**src/rtl/register_access_ctrl.sv**
```systemverilog
// register_access_ctrl
// Host-facing command initiator for a 16 x 8-bit register unit. It accepts
// single read/write/clear commands over a valid/ready handshake, drives the
// unit's load/addr/data_in strobes from registers, and returns read data over
// a valid/ready response channel, absorbing the unit's one-cycle read latency.
// Optional feature macro: REGCTL_CLEAR_SWEEP_EN enables op 10 (clear sweep).
module register_access_ctrl #(
    parameter int ADDR_WIDTH = 4,
    parameter int DATA_WIDTH = 8,
    parameter int REG_COUNT  = 16
) (
    input  logic                  clock,
    input  logic                  reset,
    input  logic                  cmd_valid,
    output logic                  cmd_ready,
    input  logic [1:0]            cmd_op,
    input  logic [ADDR_WIDTH-1:0] cmd_addr,
    input  logic [DATA_WIDTH-1:0] cmd_data,
    output logic                  rsp_valid,
    input  logic                  rsp_ready,
    output logic [DATA_WIDTH-1:0] rsp_data,
    output logic                  err,
    output logic                  reg_load,
    output logic [ADDR_WIDTH-1:0] reg_addr,
    output logic [DATA_WIDTH-1:0] reg_data_in,
    input  logic [DATA_WIDTH-1:0] reg_data_out
);

    typedef enum logic [1:0] {
        OP_READ  = 2'b00,
        OP_WRITE = 2'b01,
        OP_CLEAR = 2'b10,
        OP_RSVD  = 2'b11
    } op_t;

    typedef enum logic [2:0] {
        IDLE,
        WRITE,
        RD_ADDR,
        RD_WAIT,
        RESP
`ifdef REGCTL_CLEAR_SWEEP_EN
        , CLEAR
`endif
    } state_t;

`ifdef REGCTL_CLEAR_SWEEP_EN
    // Last slot touched by the clear sweep; the sweep stops here, never wraps.
    localparam logic [ADDR_WIDTH-1:0] LAST_ADDR = ADDR_WIDTH'(REG_COUNT - 1);
`endif

    state_t                state, state_nxt;
    logic                  load_nxt;
    logic [ADDR_WIDTH-1:0] addr_nxt;
    logic [DATA_WIDTH-1:0] din_nxt;
    logic                  rsp_valid_nxt;
    logic [DATA_WIDTH-1:0] rsp_data_nxt;
    logic                  err_nxt;

    // Ready only in IDLE, and held low while reset is asserted.
    assign cmd_ready = (state == IDLE) && !reset;

    // Next-state and next-output decode for the command sequencer.
    always_comb begin
        // NOTE: every output of this block gets a default first so no path
        // leaves a variable unassigned, which would infer a latch.
        state_nxt     = state;
        load_nxt      = 1'b0;
        addr_nxt      = reg_addr;
        din_nxt       = reg_data_in;
        rsp_valid_nxt = rsp_valid;
        rsp_data_nxt  = rsp_data;
        err_nxt       = err;

        case (state)
            IDLE: begin
                if (cmd_valid) begin
                    case (op_t'(cmd_op))
                        OP_READ: begin
                            addr_nxt  = cmd_addr;
                            state_nxt = RD_ADDR;
                        end
                        OP_WRITE: begin
                            addr_nxt  = cmd_addr;
                            din_nxt   = cmd_data;
                            load_nxt  = 1'b1;
                            state_nxt = WRITE;
                        end
`ifdef REGCTL_CLEAR_SWEEP_EN
                        OP_CLEAR: begin
                            // Sweep starts at slot 0 regardless of cmd_addr.
                            addr_nxt  = '0;
                            din_nxt   = '0;
                            load_nxt  = 1'b1;
                            state_nxt = CLEAR;
                        end
`endif
                        default: begin
                            // Unsupported op: swallow the command, flag it.
                            err_nxt = 1'b1;
                        end
                    endcase
                end
            end
            WRITE:   state_nxt = IDLE;
            RD_ADDR: state_nxt = RD_WAIT;
            RD_WAIT: begin
                rsp_data_nxt  = reg_data_out;
                rsp_valid_nxt = 1'b1;
                state_nxt     = RESP;
            end
            RESP: begin
                if (rsp_ready) begin
                    rsp_valid_nxt = 1'b0;
                    state_nxt     = IDLE;
                end
            end
`ifdef REGCTL_CLEAR_SWEEP_EN
            CLEAR: begin
                // reg_addr doubles as the sweep counter.
                if (reg_addr == LAST_ADDR) begin
                    state_nxt = IDLE;
                end else begin
                    load_nxt = 1'b1;
                    addr_nxt = reg_addr + ADDR_WIDTH'(1);
                end
            end
`endif
            default: state_nxt = IDLE;
        endcase
    end

    // State and registered outputs; reset drops everything immediately.
    always_ff @(posedge clock or posedge reset) begin
        // NOTE: sequential state uses non-blocking assignments only, so every
        // register samples the pre-edge values computed above.
        if (reset) begin
            state       <= IDLE;
            reg_load    <= 1'b0;
            reg_addr    <= '0;
            reg_data_in <= '0;
            rsp_valid   <= 1'b0;
            rsp_data    <= '0;
            err         <= 1'b0;
        end else begin
            state       <= state_nxt;
            reg_load    <= load_nxt;
            reg_addr    <= addr_nxt;
            reg_data_in <= din_nxt;
            rsp_valid   <= rsp_valid_nxt;
            rsp_data    <= rsp_data_nxt;
            err         <= err_nxt;
        end
    end

endmodule

```
**config.mk**
```make
export PLATFORM = sky130hd
export DESIGN_NAME = register_access_ctrl
export DESIGN_NICKNAME = d
export VERILOG_FILES = /design/src/rtl/register_access_ctrl.sv
export SDC_FILE = /design/constraint.sdc
export NUM_CORES = 1
export LEC_CHECK = 0
export ABC_AREA = 1
export BUFFER_PORTS_ARGS = -buffer_cell sky130_fd_sc_hd__buf_2
export CAP_MARGIN = 10
export CORE_ASPECT_RATIO = 1.4
export CORE_MARGIN = 5
export CORE_UTILIZATION = 40
export CTS_CLUSTER_SIZE = 16
export DETAILED_ROUTE_END_ITERATION = 10
export PLACE_DENSITY = 0.75
export RECOVER_POWER = 50
export SLEW_MARGIN = 10
export SYNTH_ARGS = -nofsm -noshare
export SYNTH_HDL_FRONTEND = slang
export SYNTH_SLANG_ARGS = --single-unit
export TNS_END_PERCENT = 5
```
**constraint.sdc**
```tcl
create_clock -name clock -period 2.57 [get_ports clock]
set_input_delay 0.3855 -clock clock [delete_from_list [all_inputs] [get_ports clock]]
set_output_delay 0.3855 -clock clock [all_outputs]
set_load 0.05 [all_outputs]
```
==> summary.md <==
| Metric | Value |
|---|---|
| Status | `completed` |
| Aggregate global-route resource usage | `a little over an eighth` |
| Row cnt | `22` |
| N_diodes | `0` |
| Final ANT Viol Nets | `0` |
| Post-synthesis sequential area ratio | `between 50% and 60%` |
| Drt initial violations | `6` |
| First-pass GRT wire length | `about 4000 µm` |
| Max Freq | `479 MHz` |
| Initial Util | `between 40% and 50%` |
| Final setup TNS | `0 ns` |
| Drt pass-1 iters | `4` |
| H-tree levels | `1` |
| Die H | `72.3 µm` |
| Synth unique cells | `17` |
| Final HPWL DP | `approximately 1900 µm` |
| Clock Latency Late Sink | `0.31 ns` |
| Share of cells above drive strength 1 | `32.2%` |
| Placer congestion estimate | `roughly 0.67` |
| Worst endpoint data arrival time | `around 1.7 ns` |
| Area grow syn2layout | `24.7%` |
| Io pins | `50` |
| Syn Area/Cell | `around 9 µm²` |
| Largest net degree at the start of global routing | `27` |
| Worst-path fanout max | `5` |
| Syn_nets | `between 100 and 150` |
| Total vias in the final route | `930` |
| CP Class | `reg2out` |
| Crit-path max cell delay | `0.43 ns` |
| Max_cap viols | `0` |
| Worst Max-Slew Pin Slew | `0.972 ns` |
| Crit. End Element | `output port` |
| Hold Violations, Final | `0` |
| Synthesis warning total | `0` |
| Initial antenna violation count | `0` |
| Hold Crit Class | `in2reg` |
| Post-cts resize count | `0` |
| Via density per instance | `around 4.4` |
| CTS tree | `built` |
| Final hold slack | `0.257 ns` |
| CP bufs+invs | `1` |
| # Post-CTS Setup Buffers | `0` |
| DRC Markers | `0` |
| Hold_buf cts | `0` |
| # nets final | `about 200` |
| Delay-heaviest family, CP | `simple AND/OR/NAND/NOR gates` |
| Critical path data required time | `about 2.2 ns` |
| Setup-failing EPs final | `0` |
| Post-route clock period utilization | `between 80% and 90%` |
| Critical-path cell list | `nor2_1, nand2_1, nor2_1, buf_2` |
| GRT overflow | `0` |
| Vias in the first global route | `around 940` |
| Slew Viols, Final | `0` |
| CP startpoint kind | `flip-flop` |
| Num CTS Buffers | `3` |
| Post-Syn Area | `about 0.0011 mm²` |
| Slowest-stage cell, CP | `dfrtp_1` |
| Register bit total from synthesis | `26` |
| CTS Root Cell | `clkbuf_4` |
| Wirelength per Cell | `roughly 12 µm` |
| Worst slew margin | `between 30% and 40%` |
| CP most frequent cell | `nor2_1` |
| Longest Clk Path Bufs | `2` |
| Mapped Cells | `123` |
| DIE AREA | `~0.0039 mm²` |
| Die width | `about 54 µm` |
| IR drop worst, VDD | `~0.63 mV` |
| DRT Wirelength | `around 2400 µm` |
| Final min period | `between 2 and 2.5 ns` |
| PD cells | `1440 mW/mm²` |
| Worst Skew | `about 0.0033 ns` |
| Clock slew at reported path FFs | `approximately 0.13 ns` |
| PortBufs | `a little under 50` |
| Leak | `approximately 0.85 nW` |
| Core area | `~0.0026 mm²` |
| RSZ-0062 raised after global routing | `no` |
| Clk sinks | `26` |
-- final timing paths --
kind                                    startpoint                          to  slack (ns)  depth (start not counted)
setup / recovery              state[0]$_DFFE_PP0P_                   cmd_ready        0.48                          4
hold / removal                         cmd_data[1]  reg_data_in[1]$_DFFE_PP0P_        0.26                          3
setup reg to reg              state[0]$_DFFE_PP0P_  reg_data_in[7]$_DFFE_PP0P_        1.12                          6
hold reg to reg            reg_addr[3]$_DFFE_PP0P_     reg_addr[3]$_DFFE_PP0P_        0.48                          2
max in group asynchronous                    reset       rsp_valid$_DFFE_PP0P_        1.70                          2
min in group asynchronous                    reset     reg_addr[3]$_DFFE_PP0P_        0.28                          2
-- cells by family after synthesis --
logic type      share of synthesized area [%]
buf+inv                                  7.01
flops                                    58.8
simple gates                             29.9
compound gates                           4.29
-- routing by layer --
| metal | track usage [%] | routed length [µm] | vias to the layer above |
|---|---|---|---|
| met2 | 24.0 | 1290 | 30 |
| met4 | 6.93 | 44 | 0 |
| met3 | 1.23 | 144 | 4 |
| met1 | 15.3 | 953 | 420 |
| met5 | 0 | 0 | - |
| li1 | - | - | 476 |
-- cell usage after synthesis --
cell type	number	area (µm²)
buf_6	1	11.3
o21bai_1	1	7.51
nand2_1	49	184
nor2_4	1	11.3
inv_1	15	56.3
o21ai_1	1	5.00
inv_4	1	6.26
o21ai_0	7	35.0
nand3_1	8	40.0
nor2_1	6	22.5
nand2_4	2	22.5
inv_2	1	3.75
nand3b_1	1	7.51
nor2_8	1	20.0
dfrtp_1	26	651
nand2_2	1	6.26
nand3_4	1	17.5
-- cell usage in the layout (no fill, tap or decap), types with 3 or more instances in the layout --
cell type   n
clkbuf_4    3
dfrtp_1    26
nor2_1      7
inv_1      16
buf_2      49
nand3_1     9
nand2_1    50
o21ai_0     8
-- area by class of cell --
type,count,area (µm²)
clock buffer,3,22.5
fill,272,1260
inverter,17,66.3
multi-input combinational,79,352
sequential,26,651
tap,36,45.0
timing repair buffer,49,245
-- power by group --
part	leakage [nW]	switching, W	internal (W)
combinational	0.518	0.000905	0.000240
clock	0.0138	0.000115	0.0000548
sequential	0.319	0.0000923	0.000587
-- sequential cells by signal (all words and copies together), names as in the netlist --
register	flops
err	1
rsp_valid	1
reg_data_in	8
reg_addr	4
reg_load	1
rsp_data	8
state	3
-- metrics by stage --
stage                     util (%)  cell area (µm²)  power [W]  worst slack, ns  instances
after floorplan                  -             1110    0.00161            0.815        123
after global placement        52.5             1390    0.00185             1.11        207
after detailed placement      52.5             1390    0.00189             1.09        207
after CTS                     53.3             1410    0.00205            0.724        210
after global routing          52.3             1380    0.00212            0.337        210
final                         52.3             1380    0.00199            0.484        210
-- worst register-to-register path: stages (launching register included) --
cell	delay (ns)
dfrtp_1	0.43
nor2_1	0.25
nand2_1	0.29
inv_4	0.18
nand2_4	0.09
nand2_1	0.07
nand2_1	0.05
Power figures use the tool's default switching activity.
